===== src/rtl/stopwatch_pkg.sv =====
// rtl/stopwatch_pkg.sv - shared types and constants for the lap stopwatch
package stopwatch_pkg;

    typedef enum logic [1:0] {
        SW_IDLE  = 2'd0,
        SW_RUN   = 2'd1,
        SW_PAUSE = 2'd2
    } sw_state_e;

    typedef logic [3:0] bcd_t;

    localparam int SEC1_MOD  = 6;
    localparam int DIGIT_MOD = 10;

    function automatic int digits_width(input int min_digits);
        return 4 * (min_digits + 3);
    endfunction

endpackage


===== src/rtl/bcd_digit_counter.sv =====
// rtl/bcd_digit_counter.sv - one modulo-MOD BCD digit with ripple carry and saturation hold
module bcd_digit_counter
    import stopwatch_pkg::*;
#(
    parameter int MOD = DIGIT_MOD
) (
    input  logic clk,
    input  logic reset,
    input  logic clr,
    input  logic en,
    input  logic sat_hold,
    output bcd_t q,
    output logic at_max,
    output logic carry_out
);

    assign at_max    = (q == bcd_t'(MOD - 1));
    assign carry_out = en && at_max;

    always_ff @(posedge clk or negedge reset) begin
        if (!reset) begin
            q <= '0;
        end else if (clr) begin
            q <= '0;
        end else if (en && !sat_hold) begin
            q <= at_max ? '0 : q + bcd_t'(1);
        end
    end

endmodule


===== src/rtl/lap_stopwatch.sv =====
// rtl/lap_stopwatch.sv - BCD tenths stopwatch with pause, lap freeze and overflow
// Optional lap history buffer: LAP_STOPWATCH_HISTORY_EN
module lap_stopwatch
    import stopwatch_pkg::*;
#(
    parameter int TICK_DIV   = 10,
    parameter int MIN_DIGITS = 2,
    parameter int WRAP       = 0,
    parameter int HIST_DEPTH = 4
) (
    input  logic                                clk,
    input  logic                                reset,
    input  logic                                clear,
    input  logic                                start_stop,
    input  logic                                lap,
    output logic [digits_width(MIN_DIGITS)-1:0] digits,
    output logic                                running,
    output logic                                lap_active,
    output logic                                overflow,
    output logic                                tenth_tick
`ifdef LAP_STOPWATCH_HISTORY_EN
    ,
    input  logic [$clog2(HIST_DEPTH)-1:0]       hist_idx,
    output logic [digits_width(MIN_DIGITS)-1:0] hist_data,
    output logic [$clog2(HIST_DEPTH):0]         hist_count
`endif
);

    localparam int NDIG = MIN_DIGITS + 3;
    localparam int DW   = digits_width(MIN_DIGITS);
    localparam int PW   = $clog2(TICK_DIV);
    localparam logic [PW-1:0] PRESC_MAX = PW'(TICK_DIV - 1);

    if (TICK_DIV < 2 || HIST_DEPTH < 2) begin : g_bad_params
        $error("lap_stopwatch: TICK_DIV and HIST_DEPTH must be >= 2");
    end

    sw_state_e       state_q, state_d;
    logic [PW-1:0]   presc_q;
    logic            tick;
    logic            all_max;
    logic            sat_hold;
    logic            wrap_evt;
    bcd_t            q [NDIG];
    logic [NDIG-1:0] at_max_v;
    logic [NDIG:0]   en_v;
    logic [DW-1:0]   live;
    logic [DW-1:0]   lap_q;
    logic            lap_active_q, lap_active_d;
    logic            capture;
    logic            overflow_q;

    assign tick     = (state_q == SW_RUN) && (presc_q == PRESC_MAX);
    assign all_max  = &at_max_v;
    assign sat_hold = (WRAP == 0) && all_max;
    assign en_v[0]  = tick;
    // The carry out of the top digit only fires when every digit was at max.
    assign wrap_evt = en_v[NDIG];

    for (genvar i = 0; i < NDIG; i++) begin : g_digit
        bcd_digit_counter #(
            .MOD((i == 2) ? SEC1_MOD : DIGIT_MOD)
        ) u_digit (
            .clk      (clk),
            .reset    (reset),
            .clr      (clear),
            .en       (en_v[i]),
            .sat_hold (sat_hold),
            .q        (q[i]),
            .at_max   (at_max_v[i]),
            .carry_out(en_v[i+1])
        );
        assign live[4*i +: 4] = q[i];
    end

    always_comb begin
        state_d      = state_q;
        lap_active_d = lap_active_q;
        capture      = 1'b0;
        if (clear) begin
            state_d      = SW_IDLE;
            lap_active_d = 1'b0;
        end else begin
            // Capture sees the pre-edge state, so lap+start_stop acts on the old mode.
            case (state_q)
                SW_RUN: begin
                    if (lap) begin
                        capture      = 1'b1;
                        lap_active_d = 1'b1;
                    end
                end
                SW_PAUSE: begin
                    if (lap) begin
                        if (lap_active_q) begin
                            lap_active_d = 1'b0;
                        end else begin
                            capture      = 1'b1;
                            lap_active_d = 1'b1;
                        end
                    end
                end
                default: ;
            endcase
            if (start_stop) begin
                case (state_q)
                    SW_IDLE:  state_d = SW_RUN;
                    SW_RUN:   state_d = SW_PAUSE;
                    default:  state_d = SW_RUN;
                endcase
            end
        end
    end

    always_ff @(posedge clk or negedge reset) begin
        if (!reset) begin
            state_q      <= SW_IDLE;
            presc_q      <= '0;
            lap_q        <= '0;
            lap_active_q <= 1'b0;
            overflow_q   <= 1'b0;
        end else begin
            state_q      <= state_d;
            lap_active_q <= lap_active_d;
            if (clear) begin
                presc_q    <= '0;
                lap_q      <= '0;
                overflow_q <= 1'b0;
            end else begin
                if (state_q == SW_RUN) begin
                    presc_q <= tick ? '0 : presc_q + PW'(1);
                end
                if (capture) begin
                    lap_q <= live;
                end
                if (WRAP != 0) begin
                    overflow_q <= wrap_evt;
                end else if (wrap_evt) begin
                    overflow_q <= 1'b1;
                end
            end
        end
    end

    assign digits     = lap_active_q ? lap_q : live;
    assign running    = (state_q == SW_RUN);
    assign lap_active = lap_active_q;
    assign overflow   = overflow_q;
    assign tenth_tick = tick && !sat_hold;

`ifdef LAP_STOPWATCH_HISTORY_EN
    localparam int HW = $clog2(HIST_DEPTH);

    logic [DW-1:0] hist_mem [HIST_DEPTH];
    logic [HW-1:0] wr_ptr;
    logic [HW-1:0] rd_ptr;
    logic [HW:0]   count;

    // Newest entry sits just behind the write pointer.
    assign rd_ptr     = wr_ptr - HW'(1) - hist_idx;
    assign hist_count = count;

    always_ff @(posedge clk) begin
        if (capture) begin
            hist_mem[wr_ptr] <= live;
        end
    end

    always_ff @(posedge clk or negedge reset) begin
        if (!reset) begin
            wr_ptr    <= '0;
            count     <= '0;
            hist_data <= '0;
        end else if (clear) begin
            wr_ptr    <= '0;
            count     <= '0;
            hist_data <= '0;
        end else begin
            hist_data <= ({1'b0, hist_idx} < count) ? hist_mem[rd_ptr] : '0;
            if (capture) begin
                wr_ptr <= wr_ptr + HW'(1);
                if (count != (HW+1)'(HIST_DEPTH)) begin
                    count <= count + (HW+1)'(1);
                end
            end
        end
    end
`endif

endmodule


===== config.mk =====
export PLATFORM = sky130hd
export DESIGN_NAME = lap_stopwatch
export DESIGN_NICKNAME = d
export VERILOG_FILES = /design/src/rtl/stopwatch_pkg.sv /design/src/rtl/bcd_digit_counter.sv /design/src/rtl/lap_stopwatch.sv
export SDC_FILE = /design/constraint.sdc
export NUM_CORES = 1
export LEC_CHECK = 0
export ABC_AREA = 1
export CORE_MARGIN = 5
export CORE_UTILIZATION = 42
export CTS_CLUSTER_DIAMETER = 40
export DETAILED_ROUTE_END_ITERATION = 6
export DONT_BUFFER_PORTS = 1
export HOLD_SLACK_MARGIN = 0.08
export SYNTH_ARGS = -nofsm -noshare
export SYNTH_HDL_FRONTEND = slang
export SYNTH_HIERARCHICAL = 1
export SYNTH_SLANG_ARGS = --single-unit

===== constraint.sdc =====
create_clock -name clk -period 2.6 [get_ports clk]
set_input_delay 0.39 -clock clk [delete_from_list [all_inputs] [get_ports clk]]
set_output_delay 0.39 -clock clk [all_outputs]
set_load 0.02 [all_outputs]

* Yosys cells after proc, flatten, opt, wreduce, memory -nomap -nowiden
Index checks and enable logic that the tools add are counted. W data, S select, Z words.
Operators by class: add/subtract/negate cells 6, multipliers 0, div/mod/pow operators 0, order comparisons 0, eq/ne operators 10, shift-type cells 0, muxes and demuxes 35, bitwise logic cells 0, reductions and logical operators 24
Operator list (number):
- $mux W4 | 18
- $mux W20 | 3
- $add A4 B1 Y4 const B | 6
- $eq A4 B4 Y1 const B | 5
- $reduce_bool A2 Y1 | 9
- $logic_and A1 B1 Y1 | 11
- $mux W1 | 9
- $mux W2 | 3
- $ne A3 B3 Y1 const B | 2
- $reduce_and A5 Y1 | 1
- $eq A4 B3 Y1 const B | 1
- $pmux W1 S2 | 2
- $reduce_and A3 Y1 | 1
- $reduce_bool A3 Y1 | 1
- $eq A2 B1 Y1 const B | 1
- $eq A2 B2 Y1 const B | 1
- $logic_not A1 Y1 | 1
Word-level totals: bits in registers 48, latch bits 0, memory bits (writable) 0, ROM bits 0, input port bits 5, memories 0

* Logic depth before layout (Yosys ltp)
Gate-level depths: netlist of run 1.
depth after elaboration 9, gate-level depth with buffers 18, gate-level depth less buffers 18

* Cells and area by module
Netlist of run 1, hierarchy kept.
Modules (own cells, without submodules):
- lap_stopwatch | times used 1, cells each 224, area an instance 1589.0 µm²
- bcd_digit_counter (g_digit[0].u_digit ...) | times used 4, cells each 38, area an instance 289.0 µm²
- bcd_digit_counter (g_digit[2].u_digit) | times used 1, cells each 37, area an instance 260.2 µm²

* Least setup slack after synthesis of run 1
OpenSTA, ideal clock, no wires.
path type reg-to-reg, start register state_q[1], end register g_digit[4].u_digit.q[0], setup time 0.124 ns, arrival 2.060 ns, required time 2.476 ns, slack 0.415 ns, stages on the path, launching flop included 18, cells stage by stage dfrtp_1 -> inv_1 -> ha_1 -> nand2_1 -> nor2_1 -> inv_2 -> nor2_1 -> inv_2 -> nor2_1 -> inv_1 -> nor2_1 -> inv_2 -> nor2_1 -> inv_2 -> nor2_2 -> nor2_1 -> nand2_1 -> o21ai_2
On the way: longest elaborated chain between the ends 8
RTL lines:
- from (decl) | RTL line lap_stopwatch.sv:38 | sw_state_e state_q, state_d;
- from (signal assigned) | RTL line lap_stopwatch.sv:122 | state_q <= state_d;
- $eq A2 B1 Y1
- net running | RTL line lap_stopwatch.sv:17 | output logic running,
- $logic_and A1 B1 Y1 | RTL line lap_stopwatch.sv:53 | assign tick = (state_q == SW_RUN) && (presc_q == PRESC_MAX);
- net en_v[0] | RTL line lap_stopwatch.sv:46 | logic [NDIG:0] en_v;
- $logic_and A1 B1 Y1 | RTL line bcd_digit_counter.sv:18 | assign carry_out = en && at_max;
- net en_v[1] | RTL line lap_stopwatch.sv:46
- $logic_and A1 B1 Y1 | RTL line bcd_digit_counter.sv:18
- net en_v[2] | RTL line lap_stopwatch.sv:46
- $logic_and A1 B1 Y1 | RTL line bcd_digit_counter.sv:18
- net en_v[3] | RTL line lap_stopwatch.sv:46
- $logic_and A1 B1 Y1 | RTL line bcd_digit_counter.sv:18
- net en_v[4] | RTL line lap_stopwatch.sv:46
- $logic_and A1 B1 Y1 | RTL line bcd_digit_counter.sv:25 | end else if (en && !sat_hold) begin
- $reduce_bool A2 Y1 (no source line)
- to (signal assigned) | RTL line bcd_digit_counter.sv:26 | q <= at_max ? '0 : q + bcd_t'(1);
- to (decl) | RTL line bcd_digit_counter.sv:12 | output bcd_t q,
The timed path passes the listed nets, and every way through them passes these cells. A chain may end at the register's enable or synchronous reset.

* Worst setup path after layout of run 1
start register g_digit[3].u_digit.q[0], end output tenth_tick
On the way: longest elaborated chain between the ends 4
RTL lines:
- from (decl) | RTL line bcd_digit_counter.sv:12
- from (signal assigned) | RTL line bcd_digit_counter.sv:26
- $eq A4 B4 Y1 | RTL line bcd_digit_counter.sv:17 | assign at_max = (q == bcd_t'(MOD - 1));
- net at_max_v[3] | RTL line lap_stopwatch.sv:45 | logic [NDIG-1:0] at_max_v;
- $reduce_and A5 Y1 | RTL line lap_stopwatch.sv:54 | assign all_max = &at_max_v;
- net all_max | RTL line lap_stopwatch.sv:41 | logic all_max;
- $logic_not A1 Y1 | RTL line lap_stopwatch.sv:148 | assign tenth_tick = tick && !sat_hold;
- $logic_and A1 B1 Y1 | RTL line lap_stopwatch.sv:148
- to (decl) | RTL line lap_stopwatch.sv:20 | output logic tenth_tick
The timed path passes the listed nets, and every way through them passes these cells.

==> out/metrics.yaml, run 1 <==
startpoint_type: "flip-flop"
leakagePower_nw: 1.660
end_kind: "primary output"
dr_total_vias: 2553
max_freq_ghz: 0.4161
drive_gt1_share_pct: 13.29
viasPerCell: 5.006
drt_first_pass_iters: 4
ys_warn_count: 6
detail-route-antenna-nets: 0
pwr-share-comb_pct: 9.7
synth_top_area_share_pct: 39.97
top_level_ports: 29
grt_pass1_vias: 2482
core_region_area_mm2: 0.006869
seq_area_mm2: 0.001201
net-switching-power_mw: 0.3746
ys_seq_area_share_pct: 39.97
cell_internal_pwr_mw: 0.9976
globalRouteOverflowTotal: 0
cts_tree: "built"
grt_max_degree: 49
tns_ns: 0
skew_ns: 0.01000
tightest_slew_ns: 0.8288
synth_cells: 413
period_share_pct: 92.43
synthesis.area_mm2: 0.003005
status: "completed"
drc: 0
die_y_um: 94.59
regToRegSetupSlack_ns: 0.46
die_x_um: 94.59
layout_commonest_cell: "nand2_1"
grt_pass1_wl_mm: 11.93
multi_input_area_mm2: 0.001539
irDropWorstVdd_mv: 0.2867
min_period_ns: 2.403
finalNonFillerCells: 510
clk_latency_ns: 0.31
power_density_mw_per_mm2: 425.1
avgSynthCellArea_um2: 7.277
place_area_mm2: 0.003093
synth_area_leaders: "dfrtp_1, nand2_1, nand4_1, ha_1, nand3_1"
timing_hold_violations_final: 0
rows: 30
cp_max_fo: 8
finalInstanceArea_mm2: 0.003228
cp_data_required_time_ns: 2.21
antenna_found_initial: 0
first_iter_violations: 198
synth-seq-cells: 48
antenna_cells: 0
hpwl_mm: 4.488
cts.sinks: 48
netSwitchingFraction_pct: 27.30
fillers: 707
post-place-cells: 500
critPathArrivalTime_ns: 2.01
area_growth_pct: 7.411
timing.hold.ws_ns: 0.1445
grt_use_total_pct: 16.94
rsz0062_at_grt: "no"
p_seq_share_pct: 55.2
dieArea_mm2: 0.008947
path_clk_slew_ns: 0.10
p_clk_share_pct: 35.1
drt_wl_total_mm: 6.895
criticalPathCategory: "flip-flop to primary output"
layout.cells.most_common_list: "nand2_1, dfrtp_1, inv_1"
power_mw: 1.372
nets: 433
clk_path_buf_depth: 2
synth_area_leader_cell: "dfrtp_1"
ys_types: 22
syn_nets: 433
gp_congestion: 0.7870
hold_class: "primary input to flip-flop"
finalSetupViolCount: 0
initial_utilization_pct: 43.75
cts_resized: 0
cts-root-buf: "clkbuf_8"
cts_max_level: 2
detail_route.wl_per_cell_um: 13.52
cap_viol_max_count: 0
timing.slew.headroom_pct: 44.61
cts_buffers: 5
slew_violations: 0
portBuffers: 0
-- cells in the mapped netlist --
library cell and n:
a21oi_1 1, buf_1 2, buf_2 8, buf_4 2, clkbuf_1 2, clkinv_1 4, dfrtp_1 48, ha_1 15
inv_1 38, inv_2 10, nand2_1 154, nand2_2 4, nand3_1 30, nand3_2 5, nand3_4 4, nand4_1 31
nor2_1 31, nor2_2 9, o21ai_0 4, o21ai_1 2, o21ai_2 8, or2_2 1
-- state kept, by name (all words and copies together) (netlist names) --
signal,flops
g_digit.u_digit/q,20
lap_q,20
presc_q,4
state_q,2
lap_active,1
overflow,1
-- power groups by stage --
stage	logic (mW)	registers (mW)	clock network, mW
after floorplan	0.0797	0.774	0
after global placement	0.113	0.772	0
after detailed placement	0.113	0.772	0
after CTS	0.136	0.758	0.503
after global routing	0.150	0.759	0.534
final	0.134	0.758	0.481
-- layout make-up --
| type | count | share of cell area (%) |
|---|---|---|
| Timing Repair Buffer | 7 | 2.326 |
| Clock inverter | 2 | 0.4651 |
| Inverter | 52 | 6.046 |
| Clock buffer | 6 | 2.558 |
| Multi-Input combinational cell | 299 | 47.67 |
| Sequential cell | 48 | 37.21 |
| Tap cell | 96 | 3.721 |
-- routing by layer --
metal  GRT usage [%]  routed length [µm]
met1           21.30                3195
met2           28.19                3187
met3           4.781                 422
met4           5.288                  91
met5               0                   0
-- path summary, 6_finish.rpt --
check	start	to	cells past startpoint
min in group asynchronous	reset	lap_q[14]	2
worst max-delay path	g_digit[3].u_digit/q[0]	tenth_tick	6
worst min-delay path	clear	overflow	1
worst min register to register	lap_q[9]	lap_q[9]	2
max in group asynchronous	reset	g_digit[0].u_digit/q[3]	2
worst max register to register	state_q[1]	g_digit[4].u_digit/q[0]	17
-- kinds of logic (layout without fill, tap and decap cells) --
logic type	count (synthesis)	count (layout)	share of synthesized area, %
AOI/OAI and AO/OA	15	15	3.497
adders and majority gates	15	15	6.245
and+or+nand+nor	269	269	41.47
DFF	48	48	39.97
buffers and inverters	66	67	8.826
-- what timing repair did --
| action | 4_1_cts | 5_1_grt |
|---|---|---|
| setup buffers | 0 | 0 |
| hold buffers | 2 | 0 |
| setup endpoints to repair | 0 | 0 |
| endpoints found under the hold margin | 48 | 0 |
-- stage by stage --
step                      utilization (%)  setup slack [ns]
after CTS                           46.99            0.1584
final                               46.99            0.1969
after floorplan                         -            0.4154
after global routing                46.99           0.06223
after global placement              45.03            0.5011
after detailed placement            45.03            0.4735
-- worst max-delay path, cell delays in order, from the launching register on --
cell and delay [ns]:
dfrtp_1 0.52, ha_1 0.25, nand3_4 0.12, inv_1 0.08, nand3_1 0.06, nor2_1 0.43
nor2_1 0.25
No activity file was read; power rests on OpenSTA's default activity.
==> run 2, diff against run 1 <==
--- a/config.mk
+++ b/config.mk
@@ -5,7 +5,6 @@
 export SDC_FILE = /design/constraint.sdc
 export NUM_CORES = 1
 export LEC_CHECK = 0
-export ABC_AREA = 1
 export CORE_MARGIN = 5
 export CORE_UTILIZATION = 42
 export CTS_CLUSTER_DIAMETER = 40
==> out/metrics.yaml, run 2 <==
cts_buffers: 5  # unchanged
leakagePower_nw: 1.286  # -23%
worst-path-buf-inv: 1  # unchanged
worst_path_max_delay_cell: "dfrtp_1"
dieArea_mm2: 0.007931  # -11%
grt_pass1_vias: 1846  # -26%
fillers: 531  # -25%
yosys.area_share.simple_pct: 19.35  # -22 points
tightest_slew_ns: 0.9749  # +0.1461 ns
muxShareOfSynthArea_pct: 10.87  # +11 points
worstRegToRegCells: 10  # -7
synth-edff-count: 0  # unchanged
reg_top3: "g_digit.u_digit/q (20), lap_q (20), presc_q (4)"
synth_area_leader_cell: "dfrtp_1"
rr_endpoint: "g_digit[4].u_digit/q[3]"
irDropWorstVdd_mv: 0.2349  # -18%
end_kind: "flip-flop"
preCtsSetupSlack_ns: 0.3259  # -0.1476 ns
fin_ws_ns: 0.2914  # +0.09454 ns
globalRouteOverflowTotal: 0  # unchanged
synth_most_common_cell: "dfrtp_1"
drt_wl_total_mm: 5.387  # -22%
rsz0062_at_grt: "no"
critPathArrivalTime_ns: 2.52  # +0.51 ns
period_share_pct: 88.79  # -3.6 points
startpoint_type: "flip-flop"
antenna_cells: 0  # unchanged
cts-root-buf: "clkbuf_8"
synth_xor_area_share_pct: 0.3337  # +0.33 points
hold_class: "primary input to flip-flop"
cts_tree: "built"
cp-startpoint: "state_q[1]"
cp_max_fo: 7  # -1
portBuffers: 0  # unchanged
area_growth_pct: 8.055
viasPerCell: 5.625  # +12%
finalSetupViolCount: 0  # unchanged
power_density_mw_per_mm2: 477.2  # +12%
synthesis.area_mm2: 0.002625  # -13%
ys_seq_area_share_pct: 45.76  # +5.8 points
criticalPathCategory: "flip-flop to flip-flop"
synth_top_area_share_pct: 45.76  # +5.8 points
timing_hold_violations_final: 0  # unchanged
avgSynthCellArea_um2: 10.76  # +48%
crit_path_end: "g_digit[4].u_digit/q[3]"
synth_fa_ha_area_share_pct: 7.150  # +0.90 points
timing.rr.start: "state_q[1]"
synthArstFlopShare_pct: 100.0  # unchanged
syn_nets: 264  # -39%
synth_cells: 244  # -41%
grt_use_total_pct: 14.88  # -2.1 points
core_region_area_mm2: 0.005991  # -13%
clk_latency_ns: 0.29  # -0.02 ns
first_iter_violations: 85  # -57%
tns_ns: 0  # unchanged
ys_types: 34  # +55%
layout.cells.most_common_list: "dfrtp_1, mux2_2, a22o_1, a21oi_1, nand2_1"
max_stage_delay_ns: 0.40  # -0.12 ns
die_y_um: 89.06  # -5.9%
timing.slew.headroom_pct: 35.01  # -9.6 points
gp_congestion: 0.7702  # -2.1%
path_clk_slew_ns: 0.09  # about the same
initial_utilization_pct: 43.82  # +0.066 points
netlist_top_cells_count: "dfrtp_1, a21oi_1, a22o_1, mux2_2, nand2_1"
place_area_mm2: 0.002706  # -12%
regToRegSetupSlack_ns: 0.29  # -0.17 ns
post-place-cells: 315  # -37%
synth-seq-cells: 48  # unchanged
path_cells: "inv_1, ha_1, and4b_4, and2_2, and2_2, and2_1, and2_2, nand2b_1, or3_1, a31oi_1"
cp_data_required_time_ns: 2.81  # +0.60 ns
antenna_found_initial: 0  # unchanged
status: "completed"
clk_path_buf_depth: 2  # unchanged
grt_pass1_wl_mm: 9.211  # -23%
cts.sinks: 48  # unchanged
synth_top_family_by_area: "simple AND/OR/NAND/NOR gates"
synth_compound_area_share_pct: 13.78  # +10 points
cap_viol_max_count: 0  # unchanged
max_freq_ghz: 0.4332  # +4.1%
drc: 0  # unchanged
cts_max_level: 2  # unchanged
rows: 28  # -6.7%
power_mw: 1.354  # -1.4%
layout_commonest_cell: "dfrtp_1"
die_x_um: 89.06  # -5.9%
cp_top_family: "simple AND/OR/NAND/NOR gates"
dr_total_vias: 1828  # -28%
top_level_ports: 29  # unchanged
nets: 269  # -38%
skew_ns: 0.005174  # -0.004830 ns
slew_violations: 0  # unchanged
crit_top_cell: "and2_2"
detail-route-antenna-nets: 0  # unchanged
drive_gt1_share_pct: 17.20  # +3.9 points
synth_area_leaders: "dfrtp_1, mux2_2, ha_1, a22o_1, a21oi_1"
hpwl_mm: 3.552  # -21%
ys_warn_count: 6  # unchanged
detail_route.wl_per_cell_um: 16.58  # +23%
drt_first_pass_iters: 4  # unchanged
finalInstanceArea_mm2: 0.002836  # -12%
grt_max_degree: 49  # unchanged
cp.depth: 10  # +4
synth-main-ff-cell: "dfrtp_1"
finalNonFillerCells: 325  # -36%
min_period_ns: 2.309  # -0.09454 ns
[run 2: cell families (layout without fill, tap and decap cells)]
kind of cell,count (synthesis),in the layout
xor+xnor,1,1
mux,26,26
simple gates,85,85
flops,48,48
compound gates,52,52
fa+ha+maj,15,15
buf+inv,17,23
[run 2: report_power, final]
| group | total (mW) | switching, mW | internal (mW) |
|---|---|---|---|
| registers | 0.783 | 0.0237 | 0.759 |
| clock network | 0.455 | 0.237 | 0.217 |
| logic | 0.116 | 0.0731 | 0.0428 |
| total | 1.35 | 0.334 | 1.02 |
[run 2: how the worst min path moves through the flow]
stage	slack (ns)	start	cells after the start	end
2_1_floorplan	0.09	reset	0	g_digit[0].u_digit/q[0]
3_3_place_gp	0.1	reset	0	presc_q[3]
3_5_place_dp	0.1	reset	0	presc_q[3]
4_1_cts	0.14	clear	1	g_digit[3].u_digit/q[0]
5_1_grt	0.13	clear	1	g_digit[3].u_digit/q[0]
6_report	0.14	clear	1	g_digit[3].u_digit/q[0]
[run 2: layer usage]
metal	track usage, %	vias to the layer above	share of wire [%]
li1	-	893	-
met1	21.46	903	50
met2	22.94	27	45
met3	3.134	5	4.1
met4	3.654	0	0.82
met5	0	-	0
[run 2: layout make-up]
| type | count | area (µm²) | area share (%) |
|---|---|---|---|
| clock buffers | 8 | 90.09 | 3.176 |
| inverters | 10 | 37.54 | 1.323 |
| flip-flops and latches | 48 | 1201 | 42.35 |
| repair buffers | 5 | 60.06 | 2.117 |
| well taps | 75 | 93.84 | 3.308 |
| multi-input cells | 179 | 1354 | 47.73 |
[run 2: repair_timing]
| action | 4_1_cts | 5_1_grt |
|---|---|---|
| hold endpoints to repair | 48 | 0 |
| endpoints found under the setup margin | 0 | 1 |
| hold buffers | 2 | 0 |
| setup buffers | 0 | 0 |
| resized for setup | 0 | 1 |
[run 2: metrics by stage]
stage | hold WS, ns | utilization, %
detailed placement | 0.09623 | 45.18
floorplan | 0.09441 | -
CTS | 0.1356 | 47.31
finish | 0.1448 | 47.35
global placement | 0.09596 | 45.18
global route | 0.1278 | 47.35
==> run 3, diff against run 2 <==
==> constraint.sdc (replaced) <==
create_clock -name clk -period 2.85 [get_ports clk]
set_input_delay 0.4275 -clock clk [delete_from_list [all_inputs] [get_ports clk]]
set_output_delay 0.4275 -clock clk [all_outputs]
set_load 0.02 [all_outputs]
==> out/metrics.yaml, run 3 (synthesis gave the netlist of run 2 again) <==
status: "completed"
timing.slew.headroom_pct: 33.37  # -1.6 points
critPathArrivalTime_ns: 2.02  # -0.50 ns
p_clk_share_pct: 34.1  # +0.5 points
cp_max_fo: 11  # +4
end_kind: "primary output"
worst_path_max_delay_cell: "dfrtp_1"
tns_ns: 0  # unchanged
preCtsSetupSlack_ns: 0.5471  # +0.2213 ns
power_mw: 1.241  # -8.3%
grt_pass1_vias: 1788  # -3.1%
timing_hold_violations_final: 0  # unchanged
slew_violations: 0  # unchanged
cts.sinks: 48  # unchanged
leakagePower_nw: 1.281  # -0.42%
drt_first_pass_iters: 4  # unchanged
grt-busiest-layer: "met2"
gp_congestion: 0.7683  # -0.25%
detail-route-antenna-nets: 0  # unchanged
cp_top_family: "simple AND/OR/NAND/NOR gates"
max_stage_delay_ns: 0.45  # +0.05 ns
cts_max_level: 2  # unchanged
globalRouteOverflowTotal: 0  # unchanged
period_share_pct: 85.70
drt_wl_total_mm: 5.350  # -0.69%
worst-path-buf-inv: 1  # unchanged
met3_usage_pct: 3.410  # +0.28 points
layout_commonest_cell: "dfrtp_1"
tightest_slew_ns: 0.9994  # +0.02450 ns
pwr-share-comb_pct: 8.4  # -0.2 points
skew_ns: 0.005722  # +0.0005476 ns
criticalPathCategory: "flip-flop to primary output"
place_area_mm2: 0.002699  # -0.28%
portBuffers: 0  # unchanged
die_x_um: 89.06  # unchanged
rows: 28  # unchanged
cp-startpoint: "g_digit[1].u_digit/q[1]"
grt_pass1_wl_mm: 8.894  # -3.4%
cts-root-buf: "clkbuf_8"
cap_viol_max_count: 0  # unchanged
core_region_area_mm2: 0.005991  # unchanged
irDropWorstVdd_mv: 0.2453  # +4.4%
detail_route.wl_per_cell_um: 16.51  # -0.38%
finalSetupViolCount: 0  # unchanged
antenna_found_initial: 0  # unchanged
dr_total_vias: 1818  # -0.55%
rsz0062_at_grt: "no"
power_density_mw_per_mm2: 439.2  # -8.0%
netSwitchingFraction_pct: 25.12  # +0.43 points
area_growth_pct: 7.674
die_y_um: 89.06  # unchanged
hpwl_mm: 3.474  # -2.2%
top_level_ports: 29  # unchanged
grt.met2_usage_pct: 23.48  # +0.54 points
grt_use_total_pct: 14.59  # -0.29 points
hold_start: "clear"
cp_data_required_time_ns: 2.42  # -0.39 ns
layout.cells.most_common_list: "dfrtp_1, mux2_2, a22o_1, a21oi_1, nand2_1"
reg_top3: "g_digit.u_digit/q (20), lap_q (20), presc_q (4)"
antenna_cells: 0  # unchanged
cts_buffers: 5  # unchanged
max_freq_ghz: 0.4094
met1_usage_pct: 19.08  # -2.4 points
first_iter_violations: 60  # -29%
finalInstanceArea_mm2: 0.002826  # -0.35%
dieArea_mm2: 0.007931  # unchanged
timing.rr.start: "presc_q[1]"
path_clk_slew_ns: 0.08  # about the same
fin_ws_ns: 0.4075  # +0.1161 ns
post_cts_buffers: 0  # unchanged
initial_utilization_pct: 43.82  # unchanged
net-switching-power_mw: 0.3118  # -6.7%
hold_class: "primary input to flip-flop"
clk_latency_ns: 0.30  # about the same
nets: 268  # -0.37%
timing.hold.ws_ns: 0.1753  # +0.03046 ns
drive_gt1_share_pct: 16.47  # -0.73 points
min_period_ns: 2.443
p_seq_share_pct: 57.5  # -0.3 points
startpoint_type: "flip-flop"
cts_resized: 0  # unchanged
cts_tree: "built"
grt_max_degree: 49  # unchanged
clk_path_buf_depth: 2  # unchanged
cell_internal_pwr_mw: 0.9295  # -8.8%
path_cells: "inv_1, ha_1, and3b_2, nand3_1, nor2_1, nor2b_1"
viasPerCell: 5.611  # -0.24%
drc: 0  # unchanged
-- run 3: final timing paths --
kind                                           end  cells after the start  slack, ns
max in group asynchronous                lap_q[18]                      2       1.99
min in group asynchronous               lap_active                      2       0.63
hold / removal             g_digit[3].u_digit/q[1]                      1       0.18
setup / recovery                        tenth_tick                      6       0.41
setup reg to reg           g_digit[4].u_digit/q[3]                     10       0.50
hold reg to reg                          lap_q[19]                      1       0.50
-- run 3: power by group through the flow --
stage	sequential [mW]	combinational, mW	clock (mW)
after floorplan	0.721	0.0755	0
after global routing	0.718	0.115	0.466
final	0.714	0.104	0.423
after CTS	0.715	0.107	0.445
after global placement	0.727	0.0862	0
after detailed placement	0.728	0.0863	0
-- run 3: final cells by class --
| cell class | count | area [µm²] |
|---|---|---|
| Fill cell | 560 | 3164 |
| Multi-Input combinational cell | 179 | 1351 |
| Sequential cell | 48 | 1201 |
| Tap cell | 75 | 93.84 |
| Clock buffer | 8 | 90.09 |
| Timing Repair Buffer | 4 | 52.55 |
| Inverter | 10 | 37.54 |
-- run 3: routing by layer --
layer  up-vias  part of all wire (%)
met5         -                     0
met4         0                   1.7
met3         8                   4.7
met2        29                    45
met1       884                    49
li1        897                     -
-- run 3: metrics by stage --
step           instances  utilization (%)
2_1_floorplan        244                -
3_3_place_gp         314            45.05
3_5_place_dp         314            45.05
4_1_cts              324            47.18
5_1_grt              324            47.18
6_report             324            47.18
-- run 3: worst register-to-register path, stage by stage, from the launching register on --
cell and delay [ns]:
dfrtp_1 0.42, inv_1 0.07, ha_1 0.15, and4b_4 0.29, and2_2 0.17, and2_2 0.18, and2_1 0.16, and2_2 0.16
nand2b_1 0.13, or3_1 0.35, a31oi_1 0.18
-- run 3: what timing repair did --
action | 4_1_cts | 5_1_grt
endpoints found under the hold margin | 48 | 0
hold buffers | 2 | 0
setup endpoints to repair | 0 | 0
